[config.mk]
export PLATFORM = sky130hd
export DESIGN_NAME = demux_1to8_deser_flat
export DESIGN_NICKNAME = d
export VERILOG_FILES = /design/src/rtl/demux_1to8_deser_if.sv /design/src/rtl/demux_1to8_deser.sv /design/src/flat_wrapper.sv
export SDC_FILE = /design/constraint.sdc
export NUM_CORES = 1
export LEC_CHECK = 0
export ABC_CLOCK_PERIOD_IN_PS = 2400
export BUFFER_PORTS_ARGS = -buffer_cell sky130_fd_sc_hd__buf_2
export CAP_MARGIN = 15
export CORE_MARGIN = 3
export CORE_UTILIZATION = 52
export DETAILED_ROUTE_END_ITERATION = 10
export GPL_ROUTABILITY_DRIVEN = 0
export PLACE_DENSITY = 0.76
export SYNTH_ARGS = -nofsm -noshare
export SYNTH_HDL_FRONTEND = slang
export SYNTH_SLANG_ARGS = --single-unit
[constraint.sdc]
create_clock -name clk -period 2.4 [get_ports clk]
set_clock_uncertainty 0.1 [all_clocks]
set_input_delay 0.12 -clock clk [delete_from_list [all_inputs] [get_ports clk]]
set_output_delay 0.12 -clock clk [all_outputs]
set_load 0.05 [all_outputs]
[src/rtl/demux_1to8_deser_if.sv]
// Bus between the scanned upstream 8:1 mux side and the serial-to-parallel collector.
// The master drives the serial beat; the slave returns the mux select and the collected word.
interface demux_1to8_deser_if #(
    parameter int WIDTH = 8,
    parameter int SEL_W = 3
);
    logic             start;
    logic             D_in;
    logic             D_valid;
    logic [SEL_W-1:0] Sel;
    logic [WIDTH-1:0] Y;
    logic             Y_valid;
    logic             busy;
    logic             abort;

    modport master (
        output start, D_in, D_valid,
        input  Sel, Y, Y_valid, busy, abort
    );

    modport slave (
        input  start, D_in, D_valid,
        output Sel, Y, Y_valid, busy, abort
    );
endinterface

[src/rtl/demux_1to8_deser.sv]
// Serial-to-parallel collector for a scanned 8:1 mux: fills slots 0..WIDTH-1 one bit per
// accepted beat, publishes the word with a one-cycle pulse and drives the upstream select.
module demux_1to8_deser #(
    parameter int WIDTH = 8,
    parameter int SEL_W = 3
) (
    input logic               clk,
    input logic               rst,
    demux_1to8_deser_if.slave bus
);
    typedef enum logic [0:0] {
        IDLE,
        COLLECT
    } state_t;

    localparam logic [SEL_W-1:0] LAST_SLOT = SEL_W'(WIDTH - 1);
    localparam logic [SEL_W-1:0] SLOT_ONE  = SEL_W'(1);

    state_t           state;
    logic [SEL_W-1:0] sel;
    logic [WIDTH-2:0] shadow;
    logic [WIDTH-1:0] y;
    logic             y_valid;
    logic             busy;
    logic             abort;

    // The final slot goes straight into Y, so shadow only holds slots 0..WIDTH-2.
    always_ff @(posedge clk or posedge rst) begin
        if (rst) begin
            state   <= IDLE;
            sel     <= '0;
            shadow  <= '0;
            y       <= '0;
            y_valid <= 1'b0;
            busy    <= 1'b0;
            abort   <= 1'b0;
        end else begin
            y_valid <= 1'b0;
            abort   <= 1'b0;
            if (bus.D_valid) begin
                if (bus.start) begin
                    if (state == COLLECT && sel != '0) begin
                        abort <= 1'b1;
                    end
                    shadow <= {{(WIDTH-2){1'b0}}, bus.D_in};
                    sel    <= SLOT_ONE;
                    busy   <= 1'b1;
                    state  <= COLLECT;
                end else if (state == COLLECT) begin
                    if (sel == LAST_SLOT) begin
                        y       <= {bus.D_in, shadow};
                        y_valid <= 1'b1;
                        sel     <= '0;
                        busy    <= 1'b0;
                    end else begin
                        shadow[sel] <= bus.D_in;
                        sel         <= sel + SLOT_ONE;
                        busy        <= 1'b1;
                    end
                end
            end
        end
    end

    assign bus.Sel     = sel;
    assign bus.Y       = y;
    assign bus.Y_valid = y_valid;
    assign bus.busy    = busy;
    assign bus.abort   = abort;
endmodule

[src/flat_wrapper.sv]
// flat-port wrapper written by rule: the top's interface ports become plain ports
module demux_1to8_deser_flat 
#(
    parameter int WIDTH = 8,
    parameter int SEL_W = 3
)
  (clk, rst, bus_start, bus_D_in, bus_D_valid, bus_Sel, bus_Y, bus_Y_valid, bus_busy, bus_abort);
  demux_1to8_deser_if #(.WIDTH(WIDTH), .SEL_W(SEL_W)) bus_i ();
  input logic clk;
  input logic rst;
  input wire logic [$bits(bus_i.start)-1:0] bus_start;
  input wire logic [$bits(bus_i.D_in)-1:0] bus_D_in;
  input wire logic [$bits(bus_i.D_valid)-1:0] bus_D_valid;
  output wire logic [$bits(bus_i.Sel)-1:0] bus_Sel;
  output wire logic [$bits(bus_i.Y)-1:0] bus_Y;
  output wire logic [$bits(bus_i.Y_valid)-1:0] bus_Y_valid;
  output wire logic [$bits(bus_i.busy)-1:0] bus_busy;
  output wire logic [$bits(bus_i.abort)-1:0] bus_abort;
  assign bus_i.start = bus_start;
  assign bus_i.D_in = bus_D_in;
  assign bus_i.D_valid = bus_D_valid;
  assign bus_Sel = bus_i.Sel;
  assign bus_Y = bus_i.Y;
  assign bus_Y_valid = bus_i.Y_valid;
  assign bus_busy = bus_i.busy;
  assign bus_abort = bus_i.abort;
  demux_1to8_deser #(.WIDTH(WIDTH), .SEL_W(SEL_W)) u_core (.clk(clk), .rst(rst), .bus(bus_i));
endmodule
==> impl_results.html, run 1 <==
<table>
<tr><th>Metric</th><th>Value</th></tr>
<tr><th colspan="2">Run status</th></tr>
<tr><td>Outcome</td><td>finished, final reports clean</td></tr>
<tr><th colspan="2">Power and ir drop</th></tr>
<tr><td>Ratio of total power to cell area</td><td>687.7 nW/um^2</td></tr>
<tr><td>Total power after layout</td><td>0.0008115 W</td></tr>
<tr><td>Static leakage</td><td>0.6151 nW</td></tr>
<tr><td>Worst voltage drop across the vdd grid</td><td>0.0004302 V</td></tr>
<tr><th colspan="2">Cells and area</th></tr>
<tr><td>Commonest non-fill, non-tap cells in the layout</td><td>22 x sky130_fd_sc_hd__dfrtp_1, 18 x sky130_fd_sc_hd__buf_2, 10 x sky130_fd_sc_hd__nand2_1</td></tr>
<tr><td>Commonest non-fill, non-tap cell in the layout</td><td>sky130_fd_sc_hd__dfrtp_1</td></tr>
<tr><td>Diodes inserted</td><td>0</td></tr>
<tr><td>Layout-stage area growth over the synthesis result</td><td>17.14%</td></tr>
<tr><td>Number of nets in the layout</td><td>112</td></tr>
<tr><td>FF/Latch Area</td><td>550.5 sq um</td></tr>
<tr><td>Number of fill cells</td><td>144</td></tr>
<tr><td>Combined area of the multi-input logic cells</td><td>419.2 sq um</td></tr>
<tr><td>Fraction of final layout cells sized beyond drive strength 1</td><td>36.89%</td></tr>
<tr><th colspan="2">Run</th></tr>
<tr><td>Number of max-cap violations</td><td>0</td></tr>
<tr><th colspan="2">Clock network</th></tr>
<tr><td>Number of clock buffers inserted by TritonCTS</td><td>3</td></tr>
<tr><td>Number of clock sinks</td><td>22</td></tr>
<tr><td>CTS tree</td><td>built</td></tr>
<tr><td>CTS clk-pin slew, worst paths</td><td>0.12 ns</td></tr>
<tr><td>Root buffer selected by CTS</td><td>sky130_fd_sc_hd__clkbuf_4</td></tr>
<tr><td>Clock insertion delay at the later pin of the skew report</td><td>0.31 ns</td></tr>
<tr><td>CTS HTree Levels</td><td>1</td></tr>
<tr><td>Buffers from clock root to sink, at most</td><td>2</td></tr>
<tr><th colspan="2">Synth</th></tr>
<tr><td>Fraction of the mapped netlist area in compound gates</td><td>10.43%</td></tr>
<tr><td>Number of standard cells after synthesis</td><td>80</td></tr>
<tr><td>Post-Synthesis Cell Area</td><td>1007 sq um</td></tr>
<tr><td>Synthesis Warnings</td><td>0</td></tr>
<tr><td>Simple-gate share of the synthesized area</td><td>17.02%</td></tr>
<tr><td>Count of cell types in the netlist</td><td>23</td></tr>
<tr><td>Average cell area after synthesis</td><td>12.59 sq um</td></tr>
<tr><td>Mux cell area share after synthesis</td><td>10.43%</td></tr>
<tr><td>Post-Synth Adder-Cell Area</td><td>3.727%</td></tr>
<tr><td>Flip-flop and latch count after synthesis</td><td>22</td></tr>
<tr><td>Seq/Total Area, Yosys</td><td>54.66%</td></tr>
<tr><td>Largest family of logic cells by synthesized area</td><td>simple AND/OR/NAND/NOR gates</td></tr>
<tr><td>Number of nets in the synthesized netlist</td><td>88</td></tr>
<tr><td>Area share of xor/xnor cells in the synthesized design</td><td>0%</td></tr>
<tr><th colspan="2">Timing</th></tr>
<tr><td>Final number of max-transition violations</td><td>0</td></tr>
<tr><td>Actual transition at the worst max-transition pin</td><td>0.7962 ns</td></tr>
<tr><td>Period utilisation layout</td><td>79.25%</td></tr>
<tr><td>Setup repair after global routing missed its margin</td><td>false</td></tr>
<tr><td>Setup tns final</td><td>0 ns</td></tr>
<tr><td>Top achievable clock speed</td><td>0.5257 GHz</td></tr>
<tr><td>Shortest clock period the worst path allows after layout</td><td>1.902 ns</td></tr>
<tr><td>Final hold vios</td><td>0</td></tr>
<tr><td>Number of endpoints failing setup at the final stage</td><td>0</td></tr>
<tr><td>Headroom to the max-slew limit</td><td>46.86%</td></tr>
<tr><th colspan="2">Route</th></tr>
<tr><td>DRC violation count after routing</td><td>0</td></tr>
<tr><td>DRT iter0 DRCs</td><td>7</td></tr>
<tr><td>Number of vias per cell</td><td>5.258</td></tr>
<tr><td>Routed Wire Length</td><td>1708 um</td></tr>
<tr><td>Via count</td><td>673</td></tr>
<tr><td>Remaining antenna violation count</td><td>0</td></tr>
<tr><td>Count of TritonRoute iterations in the first routing pass</td><td>4</td></tr>
<tr><td>Final routed wire length divided by cell count</td><td>13.34 um</td></tr>
<tr><th colspan="2">Worst hold path</th></tr>
<tr><td>Depth of the worst hold-timing path</td><td>3</td></tr>
<tr><td>Worst hold path endpoint</td><td>u_core.bus.Sel[0]</td></tr>
<tr><td>Launch instance of the worst min-delay path</td><td>bus_D_valid</td></tr>
<tr><td>Min-Delay Path Class</td><td>in -&gt; reg</td></tr>
<tr><th colspan="2">GRT</th></tr>
<tr><td>First-pass GRT wire length</td><td>3015 um</td></tr>
<tr><td>Overall overflow remaining after global route</td><td>0</td></tr>
<tr><td>Initial antenna violation count</td><td>0</td></tr>
<tr><td>Largest net degree at the start of global routing</td><td>23</td></tr>
<tr><td>Total track usage</td><td>15.99%</td></tr>
<tr><td>Vias in the first global route</td><td>674</td></tr>
<tr><th colspan="2">Critical path</th></tr>
<tr><td>Endpoint class of the critical path</td><td>register</td></tr>
<tr><td>Critical Path RT</td><td>2.51 ns</td></tr>
<tr><td>Logic depth of the worst register-to-register path</td><td>5</td></tr>
<tr><td>Critical path type</td><td>reg -&gt; reg</td></tr>
<tr><td>Crit path launch type</td><td>register</td></tr>
<tr><td>WP data arrival</td><td>2.01 ns</td></tr>
<tr><td>Critical register-to-register path endpoint</td><td>u_core.shadow[0]</td></tr>
<tr><td>Worst reg2reg startpoint</td><td>u_core.bus.Sel[0]</td></tr>
<tr><td>Worst-path fanout max</td><td>9</td></tr>
<tr><td>Setup slack on the worst flop-to-flop path</td><td>0.50 ns</td></tr>
<tr><th colspan="2">Floorplan</th></tr>
<tr><td>Number of placed I/O pins</td><td>19</td></tr>
<tr><td>Starting density of the core</td><td>56.49%</td></tr>
<tr><td>Full die area</td><td>2501 sq um</td></tr>
<tr><td>Floorplan core area</td><td>1783 sq um</td></tr>
<tr><td>Horizontal extent of the die</td><td>50.01 um</td></tr>
<tr><td>Standard-cell row count</td><td>15</td></tr>
<tr><td>Die Y-Extent</td><td>50.01 um</td></tr>
<tr><th colspan="2">Placement</th></tr>
<tr><td>Half-perimeter wire length after placement</td><td>1222 um</td></tr>
<tr><td>Port Buf Inserts</td><td>18</td></tr>
</table>
routing by layer:
| metal | vias up | track usage [%] | share of wire (%) |
|---|---|---|---|
| li1 | 330 | - | - |
| met1 | 323 | 21.25 | 50 |
| met2 | 14 | 24.13 | 45 |
| met3 | 6 | 3.625 | 3.2 |
| met4 | 0 | 8.295 | 2.6 |
| met5 | - | 0 | 0 |
state kept, by name (all words and copies together) (netlist names):
name	flops
u_core.bus.Y	8
u_core.shadow	7
u_core.bus.Sel	3
u_core.bus.Y_valid	1
u_core.bus.abort	1
u_core.bus.busy	1
u_core.state	1
stage by stage:
| step | cell area, sq um | util [%] | hold WS (ns) | worst slack [ns] | cells |
|---|---|---|---|---|---|
| finish | 1180 | 66.18 | 0.03649 | 0.4979 | 128 |
| global route | 1180 | 66.18 | 0.04494 | 0.4355 | 128 |
| CTS | 1180 | 66.18 | 0.02914 | 0.4929 | 128 |
| detailed placement | 1114 | 62.46 | 0.2118 | 0.5072 | 121 |
| global placement | 1114 | 62.46 | 0.2123 | 0.5936 | 121 |
| floorplan | 1007 | - | 0.009226 | 0.3512 | 80 |
worst max path at each step:
stage | from | cells after the start | end
after floorplan | u_core.bus.Sel[0] | 5 | u_core.shadow[0]
after global placement | u_core.bus.Sel[0] | 5 | u_core.shadow[0]
after detailed placement | u_core.bus.Sel[0] | 5 | u_core.shadow[0]
after CTS | u_core.bus.Sel[0] | 5 | u_core.shadow[0]
after global routing | u_core.bus.Sel[0] | 5 | u_core.shadow[0]
final | u_core.bus.Sel[0] | 5 | u_core.shadow[0]
report_power, final:
group / leakage, nW / switching [W] / internal [W]
sequential: 0.289 / 0.0000265 / 0.000398
combinational: 0.305 / 0.000122 / 0.0000644
clock: 0.0210 / 0.000107 / 0.0000927
total: 0.615 / 0.000256 / 0.000555
cells in the mapped netlist:
library cell,instances,share of area [%]
sky130_fd_sc_hd__a21boi_2,1,1.1
sky130_fd_sc_hd__a21oi_1,2,0.99
sky130_fd_sc_hd__a22o_1,1,0.87
sky130_fd_sc_hd__a32o_1,6,6.0
sky130_fd_sc_hd__and2_1,1,0.62
sky130_fd_sc_hd__and3_4,2,2.2
sky130_fd_sc_hd__and4b_1,1,0.99
sky130_fd_sc_hd__and4bb_4,2,3.2
sky130_fd_sc_hd__buf_4,2,1.5
sky130_fd_sc_hd__dfrtp_1,22,55
sky130_fd_sc_hd__ha_1,3,3.7
sky130_fd_sc_hd__inv_1,6,2.2
sky130_fd_sc_hd__mux2_2,8,8.9
sky130_fd_sc_hd__mux2_4,1,1.5
sky130_fd_sc_hd__nand2_1,10,3.7
sky130_fd_sc_hd__nand2_2,1,0.62
sky130_fd_sc_hd__nand2b_1,2,1.2
sky130_fd_sc_hd__nand3_1,1,0.50
sky130_fd_sc_hd__nand4b_2,1,1.5
sky130_fd_sc_hd__nor2_1,1,0.37
sky130_fd_sc_hd__nor2b_1,2,1.2
sky130_fd_sc_hd__nor3b_1,1,0.75
sky130_fd_sc_hd__o21ai_0,3,1.5
logic make-up (layout without fill, tap and decap cells):
group	count (synthesis)	count (layout)
compound gates	13	13
simple gates	25	25
mux	9	9
fa+ha+maj	3	3
flops	22	22
buf+inv	8	31
what timing repair did:
action	in CTS	in global routing
resized for setup	0	0
setup buffers	0	0
endpoints found under the hold margin	25	0
hold buffers	3	0
worst max-delay path, cell delays in order (launching register included):
cell	delay (ns)
sky130_fd_sc_hd__dfrtp_1	0.49
sky130_fd_sc_hd__ha_1	0.24
sky130_fd_sc_hd__ha_1	0.23
sky130_fd_sc_hd__and4bb_4	0.38
sky130_fd_sc_hd__a21boi_2	0.06
sky130_fd_sc_hd__mux2_4	0.30
final cells by class:
class	instances	share of cell area (%)
clock buffer	4	3.075
timing repair buffer	21	10.18
multi-input combinational	50	35.52
tap	25	2.651
sequential	22	46.66
inverter	6	1.909
Note: power is estimated with default switching activity, not from simulation.
==> run 2, diff against run 1 <==
--- a/config.mk
+++ b/config.mk
@@ -5,11 +5,12 @@
 export SDC_FILE = /design/constraint.sdc
 export NUM_CORES = 1
 export LEC_CHECK = 0
-export ABC_CLOCK_PERIOD_IN_PS = 2400
+export ABC_AREA = 1
+export ABC_CLOCK_PERIOD_IN_PS = 1800
 export BUFFER_PORTS_ARGS = -buffer_cell sky130_fd_sc_hd__buf_2
 export CAP_MARGIN = 15
 export CORE_MARGIN = 3
-export CORE_UTILIZATION = 52
+export CORE_UTILIZATION = 53
 export DETAILED_ROUTE_END_ITERATION = 10
 export GPL_ROUTABILITY_DRIVEN = 0
 export PLACE_DENSITY = 0.76
==> constraint.sdc (replaced) <==
create_clock -name clk -period 1.8 [get_ports clk]
set_clock_uncertainty 0.1 [all_clocks]
set_input_delay 0.09 -clock clk [delete_from_list [all_inputs] [get_ports clk]]
set_output_delay 0.09 -clock clk [all_outputs]
set_load 0.05 [all_outputs]
==> run 2 against run 1 <==
Net effect:
- clock power grew 88%
- global-route usage is 3.1 points higher
- highest routed layer unchanged
- sequential cell count is the same
- first-iteration DRC count is 86% higher
- synthesized cell count rose by 54%
- via count increased by 29%
- largest cell class unchanged
- routed wire length grew 23%
==> impl_results.html, run 2 <==
<table>
<tr><th>Metric</th><th>Value</th></tr>
<tr><th colspan="2">Run status</th></tr>
<tr><td>Outcome</td><td>finished, final reports clean</td></tr>
<tr><th colspan="2">Clock network</th></tr>
<tr><td>Number of clock buffers inserted by TritonCTS</td><td>3 (unchanged)</td></tr>
<tr><td>Root buffer selected by CTS</td><td>sky130_fd_sc_hd__clkbuf_4</td></tr>
<tr><td>Clock insertion delay at the later pin of the skew report</td><td>0.31 ns (about the same)</td></tr>
<tr><td>CTS HTree Levels</td><td>1 (unchanged)</td></tr>
<tr><td>Buffers from clock root to sink, at most</td><td>2 (unchanged)</td></tr>
<tr><td>Number of clock sinks</td><td>22 (unchanged)</td></tr>
<tr><td>Post-CTS Setup Inserts</td><td>0 (unchanged)</td></tr>
<tr><td>CTS clk-pin slew, worst paths</td><td>0.12 ns (about the same)</td></tr>
<tr><td>CTS tree</td><td>built</td></tr>
<tr><th colspan="2">Synth</th></tr>
<tr><td>Share of async-settable or async-resettable flops after synthesis</td><td>100.0% (unchanged)</td></tr>
<tr><td>Area share of xor/xnor cells in the synthesized design</td><td>0% (unchanged)</td></tr>
<tr><td>Number of nets in the synthesized netlist</td><td>131 (+49%)</td></tr>
<tr><td>Post-Synth Adder-Cell Area</td><td>3.529% (-0.20 points)</td></tr>
<tr><td>Post-Synthesis Cell Area</td><td>1064 sq um (+5.6%)</td></tr>
<tr><td>Largest family of logic cells by synthesized area</td><td>simple AND/OR/NAND/NOR gates</td></tr>
<tr><td>Synthesis Warnings</td><td>0 (unchanged)</td></tr>
<tr><td>Cell with the most instances after synthesis</td><td>sky130_fd_sc_hd__nand2_1</td></tr>
<tr><td>Average cell area after synthesis</td><td>8.647 sq um (-31%)</td></tr>
<tr><td>Fraction of synthesized cell area taken by the top area cell type</td><td>51.76% (-2.9 points)</td></tr>
<tr><td>Synth Flop Type</td><td>sky130_fd_sc_hd__dfrtp_1</td></tr>
<tr><td>Seq/Total Area, Yosys</td><td>51.76% (-2.9 points)</td></tr>
<tr><td>Mux cell area share after synthesis</td><td>0% (-10 points)</td></tr>
<tr><td>Fraction of the mapped netlist area in compound gates</td><td>4.000% (-6.4 points)</td></tr>
<tr><td>Flip-flop and latch count after synthesis</td><td>22 (unchanged)</td></tr>
<tr><td>Number of standard cells after synthesis</td><td>123 (+54%)</td></tr>
<tr><td>Number of enable flip-flop cells after synthesis</td><td>0 (unchanged)</td></tr>
<tr><td>Simple-gate share of the synthesized area</td><td>34.71% (+18 points)</td></tr>
<tr><td>Top cells by area in the synthesized netlist</td><td>sky130_fd_sc_hd__dfrtp_1 52%, sky130_fd_sc_hd__nand2_1 20%, sky130_fd_sc_hd__nand3_1 3.8%, sky130_fd_sc_hd__ha_1 3.5%, sky130_fd_sc_hd__nand3b_1 3.5%</td></tr>
<tr><td>List of most frequent post-synthesis cells</td><td>57 x sky130_fd_sc_hd__nand2_1, 22 x sky130_fd_sc_hd__dfrtp_1, 8 x sky130_fd_sc_hd__nand3_1, 5 x sky130_fd_sc_hd__inv_1, 5 x sky130_fd_sc_hd__nand3b_1</td></tr>
<tr><td>Yosys top cell by area</td><td>sky130_fd_sc_hd__dfrtp_1</td></tr>
<tr><td>Count of cell types in the netlist</td><td>21 (-8.7%)</td></tr>
<tr><th colspan="2">GRT</th></tr>
<tr><td>Initial antenna violation count</td><td>0 (unchanged)</td></tr>
<tr><td>Vias in the first global route</td><td>859 (+27%)</td></tr>
<tr><td>Overall overflow remaining after global route</td><td>0 (unchanged)</td></tr>
<tr><td>Total track usage</td><td>19.05% (+3.1 points)</td></tr>
<tr><td>Largest net degree at the start of global routing</td><td>23 (unchanged)</td></tr>
<tr><td>First-pass GRT wire length</td><td>3719 um (+23%)</td></tr>
<tr><th colspan="2">Placement</th></tr>
<tr><td>Half-perimeter wire length after placement</td><td>1489 um (+22%)</td></tr>
<tr><td>Post-DP Area</td><td>1172 sq um (+5.3%)</td></tr>
<tr><td>Port Buf Inserts</td><td>18 (unchanged)</td></tr>
<tr><th colspan="2">Route</th></tr>
<tr><td>Via count</td><td>870 (+29%)</td></tr>
<tr><td>Routed Wire Length</td><td>2098 um (+23%)</td></tr>
<tr><td>Remaining antenna violation count</td><td>0 (unchanged)</td></tr>
<tr><td>Count of TritonRoute iterations in the first routing pass</td><td>4 (unchanged)</td></tr>
<tr><td>DRC violation count after routing</td><td>0 (unchanged)</td></tr>
<tr><td>Number of vias per cell</td><td>5.088 (-3.2%)</td></tr>
<tr><td>Final routed wire length divided by cell count</td><td>12.27 um (-8.1%)</td></tr>
<tr><td>DRT iter0 DRCs</td><td>13 (+6)</td></tr>
<tr><th colspan="2">Cells and area</th></tr>
<tr><td>Fraction of final layout cells sized beyond drive strength 1</td><td>22.60% (-14 points)</td></tr>
<tr><td>Commonest non-fill, non-tap cell in the layout</td><td>sky130_fd_sc_hd__nand2_1</td></tr>
<tr><td>Layout-stage area growth over the synthesis result</td><td>17.65%</td></tr>
<tr><td>Number of fill cells</td><td>160 (+11%)</td></tr>
<tr><td>Flip-flop count of the largest register, all copies and words added</td><td>8 (unchanged)</td></tr>
<tr><td>Number of nets in the layout</td><td>155 (+38%)</td></tr>
<tr><td>Commonest non-fill, non-tap cells in the layout</td><td>57 x sky130_fd_sc_hd__nand2_1, 20 x sky130_fd_sc_hd__dfrtp_1, 18 x sky130_fd_sc_hd__buf_2</td></tr>
<tr><td>Diodes inserted</td><td>0 (unchanged)</td></tr>
<tr><td>Post-route cell area</td><td>1251 sq um (+6.0%)</td></tr>
<tr><th colspan="2">Floorplan</th></tr>
<tr><td>Standard-cell row count</td><td>15 (unchanged)</td></tr>
<tr><td>Number of placed I/O pins</td><td>19 (unchanged)</td></tr>
<tr><td>Floorplan core area</td><td>1802 sq um (+1.1%)</td></tr>
<tr><td>Horizontal extent of the die</td><td>50.80 um (+1.6%)</td></tr>
<tr><td>Starting density of the core</td><td>59.03% (+2.5 points)</td></tr>
<tr><td>Full die area</td><td>2580 sq um (+3.2%)</td></tr>
<tr><td>Die Y-Extent</td><td>50.80 um (+1.6%)</td></tr>
<tr><th colspan="2">Timing</th></tr>
<tr><td>Shortest clock period the worst path allows after layout</td><td>1.611 ns (-0.2906 ns)</td></tr>
<tr><td>Period utilisation layout</td><td>89.53% (+10 points)</td></tr>
<tr><td>Headroom to the max-slew limit</td><td>81.50% (+35 points)</td></tr>
<tr><td>Number of endpoints failing setup at the final stage</td><td>0 (unchanged)</td></tr>
<tr><td>Final hold vios</td><td>0 (unchanged)</td></tr>
<tr><td>Setup tns final</td><td>0 ns (unchanged)</td></tr>
<tr><td>Actual transition at the worst max-transition pin</td><td>0.2765 ns (-0.5197 ns)</td></tr>
<tr><td>Setup repair after global routing missed its margin</td><td>false</td></tr>
<tr><td>Final number of max-transition violations</td><td>0 (unchanged)</td></tr>
<tr><td>Top achievable clock speed</td><td>0.6206 GHz (+18%)</td></tr>
<tr><th colspan="2">Power and ir drop</th></tr>
<tr><td>Worst voltage drop across the vdd grid</td><td>0.0005770 V (+34%)</td></tr>
<tr><td>Ratio of total power to cell area</td><td>1031 nW/um^2 (+50%)</td></tr>
<tr><td>Static leakage</td><td>0.7047 nW (+15%)</td></tr>
<tr><th colspan="2">Run</th></tr>
<tr><td>Number of max-cap violations</td><td>0 (unchanged)</td></tr>
<tr><th colspan="2">Critical path</th></tr>
<tr><td>Endpoint class of the critical path</td><td>register</td></tr>
<tr><td>Crit path launch type</td><td>register</td></tr>
<tr><td>Logic depth of the worst register-to-register path</td><td>5 (unchanged)</td></tr>
<tr><td>Worst-path fanout max</td><td>7 (-2)</td></tr>
<tr><td>Critical Path RT</td><td>1.96 ns (-0.55 ns)</td></tr>
<tr><td>Critical path type</td><td>reg -&gt; reg</td></tr>
<tr><td>WP data arrival</td><td>1.77 ns (-0.24 ns)</td></tr>
<tr><th colspan="2">Worst hold path</th></tr>
<tr><td>Min-Delay Path Class</td><td>in -&gt; reg</td></tr>
<tr><td>Depth of the worst hold-timing path</td><td>3 (unchanged)</td></tr>
</table>
## run 2: what timing repair did
| action | in CTS | in global routing |
|---|---|---|
| hold buffers | 2 | 0 |
| setup endpoints to repair | 0 | 1 |
| resized for setup | 0 | 1 |
| hold endpoints to repair | 23 | 0 |
## run 2: final timing paths
path                                endpoint              start  slack (ns)
setup reg to reg            u_core.shadow[1]  u_core.bus.Sel[0]        0.19
hold / removal                  u_core.state          bus_start        0.04
setup / recovery            u_core.shadow[1]  u_core.bus.Sel[0]        0.19
min in group asynchronous    u_core.bus.busy                rst        0.23
max in group asynchronous  u_core.bus.Sel[0]                rst        1.13
hold reg to reg              u_core.bus.Y[5]    u_core.bus.Y[5]        0.39
## run 2: layout make-up
class                           count  area, sq um  share of cell area (%)
Tap cell                           25        31.28                   2.500
Clock inverter                      1        30.03                   2.400
Sequential cell                    22        553.0                   44.20
Inverter                            9        41.29                   3.300
Timing Repair Buffer               21        117.6                   9.400
Clock buffer                        3        22.52                   1.800
Multi-Input combinational cell     90        455.4                   36.40
## run 2: worst max-delay path, stage by stage (launching register included)
cell and delay (ns):
sky130_fd_sc_hd__dfrtp_2 0.46, sky130_fd_sc_hd__ha_1 0.21, sky130_fd_sc_hd__ha_1 0.27, sky130_fd_sc_hd__nor3_4 0.32
sky130_fd_sc_hd__nand4_1 0.12, sky130_fd_sc_hd__nand2_1 0.09
## run 2: logic make-up (layout without fill, tap and decap cells)
family	after synthesis	in the layout
and+or+nand+nor	79	79
DFF	22	22
buffers and inverters	11	34
AOI/OAI and AO/OA	8	8
adders and majority gates	3	3
## run 2: metal layers
layer,vias to the layer above,global-route usage (%),wire length (um),part of all wire [%]
met3,4,2.967,93,4.4
li1,440,-,-,-
met5,-,0,0,0
met4,0,7.623,27,1.3
met1,405,23.52,973,46
met2,21,33.04,1003,48
## run 2: where the power goes
group / leakage (nW) / switching (W) / total, W / internal [W]
sequential: 0.288 / 0.0000411 / 0.000584 / 0.000543
combinational: 0.389 / 0.000244 / 0.000329 / 0.0000850
clock: 0.0279 / 0.000151 / 0.000377 / 0.000225
total: 0.705 / 0.000437 / 0.00129 / 0.000853
## run 2: metrics by stage
step | std cells | setup slack [ns] | total power (W) | hold WS, ns | util [%]
after floorplan | 123 | 0.1310 | 0.0008395 | -0.02091 | -
after global placement | 165 | 0.1731 | 0.0009088 | 0.03288 | 65.07
after detailed placement | 165 | 0.1309 | 0.0009163 | 0.03625 | 65.07
after CTS | 171 | 0.1122 | 0.001297 | 0.01442 | 69.10
final | 171 | 0.1885 | 0.001290 | 0.03514 | 69.44
after global routing | 171 | 0.06607 | 0.001356 | 0.04859 | 69.44
==> run 3, diff against run 2 <==
--- a/config.mk
+++ b/config.mk
@@ -5,15 +5,14 @@
 export SDC_FILE = /design/constraint.sdc
 export NUM_CORES = 1
 export LEC_CHECK = 0
-export ABC_AREA = 1
-export ABC_CLOCK_PERIOD_IN_PS = 1800
+export ABC_CLOCK_PERIOD_IN_PS = 2000
 export BUFFER_PORTS_ARGS = -buffer_cell sky130_fd_sc_hd__buf_2
-export CAP_MARGIN = 15
+export CAP_MARGIN = 20
 export CORE_MARGIN = 3
-export CORE_UTILIZATION = 53
+export CORE_UTILIZATION = 57
 export DETAILED_ROUTE_END_ITERATION = 10
 export GPL_ROUTABILITY_DRIVEN = 0
-export PLACE_DENSITY = 0.76
+export PLACE_DENSITY = 0.82
 export SYNTH_ARGS = -nofsm -noshare
 export SYNTH_HDL_FRONTEND = slang
 export SYNTH_SLANG_ARGS = --single-unit
==> constraint.sdc (replaced) <==
create_clock -name clk -period 2 [get_ports clk]
set_clock_uncertainty 0.1 [all_clocks]
set_input_delay 0.1 -clock clk [delete_from_list [all_inputs] [get_ports clk]]
set_output_delay 0.1 -clock clk [all_outputs]
set_load 0.05 [all_outputs]
==> run 3 against run 2 <==
Net effect:
- combinational power is 29% lower
- cell area is 5.8% lower
- maximum frequency is 15% lower
- highest routed layer unchanged
- critical endpoint is now u_core.shadow[0]
- critical path type unchanged
==> impl_results.html, run 3 (synthesis results as in run 1) <==
<table>
<tr><th>Metric</th><th>Value</th></tr>
<tr><th colspan="2">Cells and area</th></tr>
<tr><td>Combined area of the multi-input logic cells</td><td>419.2 sq um (-8.0%)</td></tr>
<tr><td>FF/Latch Area</td><td>553.0 sq um (unchanged)</td></tr>
<tr><td>Layout-stage area growth over the synthesis result</td><td>17.02%</td></tr>
<tr><td>Fraction of final layout cells sized beyond drive strength 1</td><td>39.42% (+17 points)</td></tr>
<tr><td>Commonest non-fill, non-tap cell in the layout</td><td>sky130_fd_sc_hd__dfrtp_1</td></tr>
<tr><td>Final Core Density</td><td>74.76% (+5.3 points)</td></tr>
<tr><td>Commonest non-fill, non-tap cells in the layout</td><td>20 x sky130_fd_sc_hd__dfrtp_1, 18 x sky130_fd_sc_hd__buf_2, 10 x sky130_fd_sc_hd__nand2_1</td></tr>
<tr><td>Number of nets in the layout</td><td>113 (-27%)</td></tr>
<tr><td>Post-route cell area</td><td>1179 sq um (-5.8%)</td></tr>
<tr><td>Flip-flop count of the largest register, all copies and words added</td><td>8 (unchanged)</td></tr>
<tr><td>Number of fill cells</td><td>115 (-28%)</td></tr>
<tr><td>Diodes inserted</td><td>0 (unchanged)</td></tr>
<tr><th colspan="2">Timing</th></tr>
<tr><td>Final hold vios</td><td>0 (unchanged)</td></tr>
<tr><td>Period utilisation layout</td><td>94.87% (+5.3 points)</td></tr>
<tr><td>Actual transition at the worst max-transition pin</td><td>0.3873 ns (+0.1108 ns)</td></tr>
<tr><td>Headroom to the max-slew limit</td><td>73.91% (-7.6 points)</td></tr>
<tr><td>Setup repair after global routing missed its margin</td><td>false</td></tr>
<tr><td>Shortest clock period the worst path allows after layout</td><td>1.897 ns (+0.2859 ns)</td></tr>
<tr><td>Final number of max-transition violations</td><td>0 (unchanged)</td></tr>
<tr><td>Top achievable clock speed</td><td>0.5270 GHz (-15%)</td></tr>
<tr><td>Setup tns final</td><td>0 ns (unchanged)</td></tr>
<tr><td>Number of endpoints failing setup at the final stage</td><td>0 (unchanged)</td></tr>
<tr><th colspan="2">Placement</th></tr>
<tr><td>Half-perimeter wire length after placement</td><td>1403 um (-5.8%)</td></tr>
<tr><td>Port Buf Inserts</td><td>18 (unchanged)</td></tr>
<tr><td>Post-DP Area</td><td>1112 sq um (-5.1%)</td></tr>
<tr><th colspan="2">Route</th></tr>
<tr><td>Routed Wire Length</td><td>1969 um (-6.1%)</td></tr>
<tr><td>DRT iter0 DRCs</td><td>13 (unchanged)</td></tr>
<tr><td>DRC violation count after routing</td><td>0 (unchanged)</td></tr>
<tr><td>Via count</td><td>710 (-18%)</td></tr>
<tr><td>Count of TritonRoute iterations in the first routing pass</td><td>6 (+2)</td></tr>
<tr><td>Remaining antenna violation count</td><td>0 (unchanged)</td></tr>
<tr><td>Number of vias per cell</td><td>5.917 (+16%)</td></tr>
<tr><td>Final routed wire length divided by cell count</td><td>16.41 um (+34%)</td></tr>
<tr><th colspan="2">GRT</th></tr>
<tr><td>Initial antenna violation count</td><td>0 (unchanged)</td></tr>
<tr><td>Overall overflow remaining after global route</td><td>0 (unchanged)</td></tr>
<tr><td>Vias in the first global route</td><td>633 (-26%)</td></tr>
<tr><td>Largest net degree at the start of global routing</td><td>23 (unchanged)</td></tr>
<tr><td>First-pass GRT wire length</td><td>2904 um (-22%)</td></tr>
<tr><td>Total track usage</td><td>18.83% (-0.22 points)</td></tr>
<tr><th colspan="2">Clock network</th></tr>
<tr><td>Buffers from clock root to sink, at most</td><td>2 (unchanged)</td></tr>
<tr><td>Number of clock sinks</td><td>22 (unchanged)</td></tr>
<tr><td>Number of clock buffers inserted by TritonCTS</td><td>3 (unchanged)</td></tr>
<tr><td>Clock insertion delay at the later pin of the skew report</td><td>0.31 ns (about the same)</td></tr>
<tr><td>CTS tree</td><td>built</td></tr>
<tr><td>CTS HTree Levels</td><td>1 (unchanged)</td></tr>
<tr><td>Root buffer selected by CTS</td><td>sky130_fd_sc_hd__clkbuf_4</td></tr>
<tr><td>CTS clk-pin slew, worst paths</td><td>0.13 ns (about the same)</td></tr>
<tr><th colspan="2">Power and ir drop</th></tr>
<tr><td>Switch share</td><td>32.62% (-1.2 points)</td></tr>
<tr><td>P_sw</td><td>0.0003241 W (-26%)</td></tr>
<tr><td>Part of the power in combinational logic</td><td>23.4% (-2.1 points)</td></tr>
<tr><td>Static leakage</td><td>0.6175 nW (-12%)</td></tr>
<tr><td>Ratio of total power to cell area</td><td>842.9 nW/um^2 (-18%)</td></tr>
<tr><td>Fraction of power consumed by sequential logic</td><td>51.6% (+6.3 points)</td></tr>
<tr><td>Worst voltage drop across the vdd grid</td><td>0.0005740 V (-0.53%)</td></tr>
<tr><td>Internal portion of total power</td><td>0.0006694 W (-22%)</td></tr>
<tr><td>Portion of total power attributed to the clock network</td><td>25.0% (-4.2 points)</td></tr>
<tr><th colspan="2">Critical path</th></tr>
<tr><td>Critical Path RT</td><td>2.10 ns (+0.14 ns)</td></tr>
<tr><td>Crit path launch type</td><td>register</td></tr>
<tr><td>Endpoint class of the critical path</td><td>register</td></tr>
<tr><td>Critical path type</td><td>reg -&gt; reg</td></tr>
<tr><td>Setup slack on the worst flop-to-flop path</td><td>0.10 ns (-0.09 ns)</td></tr>
<tr><td>WP data arrival</td><td>1.99 ns (+0.22 ns)</td></tr>
<tr><td>Worst-path fanout max</td><td>9 (+2)</td></tr>
<tr><th colspan="2">Floorplan</th></tr>
<tr><td>Standard-cell row count</td><td>14 (-1)</td></tr>
<tr><td>Full die area</td><td>2307 sq um (-11%)</td></tr>
<tr><td>Die Y-Extent</td><td>48.04 um (-5.4%)</td></tr>
<tr><td>Starting density of the core</td><td>63.89% (+4.9 points)</td></tr>
<tr><td>Horizontal extent of the die</td><td>48.04 um (-5.4%)</td></tr>
<tr><td>Number of placed I/O pins</td><td>19 (unchanged)</td></tr>
<tr><td>Floorplan core area</td><td>1577 sq um (-13%)</td></tr>
<tr><th colspan="2">Run</th></tr>
<tr><td>Number of max-cap violations</td><td>0 (unchanged)</td></tr>
<tr><th colspan="2">Worst hold path</th></tr>
<tr><td>Min-Delay Path Class</td><td>in -&gt; reg</td></tr>
<tr><th colspan="2">Run status</th></tr>
<tr><td>Outcome</td><td>finished, final reports clean</td></tr>
</table>
## run 3: changes by cell type in the layout (fill, tap and decap cells not counted), moves of 5 or more
| cell | change |
|---|---|
| sky130_fd_sc_hd__nand3_1 | -7 |
| sky130_fd_sc_hd__nand2_1 | -47 |
| sky130_fd_sc_hd__a32o_1 | +6 |
| sky130_fd_sc_hd__nand3b_1 | -5 |
| sky130_fd_sc_hd__mux2_2 | +8 |
## run 3: per-stage QoR
| stage | worst slack [ns] | power, W | hold WS, ns | std cells |
|---|---|---|---|---|
| floorplan | 0.08987 | 0.0006866 | -0.01091 | 80 |
| global placement | 0.2091 | 0.0007360 | 0.03805 | 113 |
| detailed placement | 0.1604 | 0.0007470 | 0.04479 | 113 |
| CTS | 0.1176 | 0.0009903 | 0.01176 | 120 |
| global route | 0.07667 | 0.001039 | 0.01159 | 120 |
| finish | 0.1026 | 0.0009934 | 0.01007 | 120 |
## run 3: routing by layer
| layer | wire [um] | global-route usage (%) | vias to the layer above |
|---|---|---|---|
| li1 | - | - | 333 |
| met1 | 872 | 22.33 | 347 |
| met2 | 978 | 33.77 | 26 |
| met3 | 86 | 3.383 | 4 |
| met4 | 31 | 6.452 | 0 |
| met5 | 0 | 0 | - |
## run 3: layout make-up
class | instances | area share, %
clock buffer | 4 | 3.079
inverter | 6 | 1.911
multi-input combinational | 50 | 35.56
sequential | 22 | 46.92
tap | 16 | 1.699
timing repair buffer | 22 | 10.83
## run 3: timing repair
action / CTS / global route
resized for setup: 0 / 0
endpoints found under the hold margin: 25 / 0
hold buffers: 3 / 0
buffers inserted: 0 / 0
## run 3: worst max-delay path, cell delays in order (launching register included)
cell and delay, ns:
sky130_fd_sc_hd__dfrtp_2 0.48, sky130_fd_sc_hd__ha_1 0.21, sky130_fd_sc_hd__ha_1 0.24, sky130_fd_sc_hd__and4bb_4 0.39, sky130_fd_sc_hd__a21boi_2 0.06, sky130_fd_sc_hd__mux2_4 0.29
## run 3: worst paths after layout
check | from | to | cells after the start
max | u_core.bus.Sel[0] | u_core.shadow[0] | 5
min | bus_D_valid | u_core.bus.Sel[0] | 3
max reg2reg | u_core.bus.Sel[0] | u_core.shadow[0] | 5
min reg2reg | u_core.bus.Y[3] | u_core.bus.Y[3] | 1
max in group asynchronous | rst | u_core.bus.Y[4] | 4
min in group asynchronous | rst | u_core.bus.Sel[2] | 4
## run 3: power by group through the flow
stage	sequential (W)	clock (W)	combinational, W
after global placement	0.000515	0	0.000221
after floorplan	0.000587	0	0.0000992
after CTS	0.000512	0.000245	0.000233
after detailed placement	0.000520	0	0.000227
after global routing	0.000517	0.000274	0.000249
final	0.000512	0.000248	0.000233
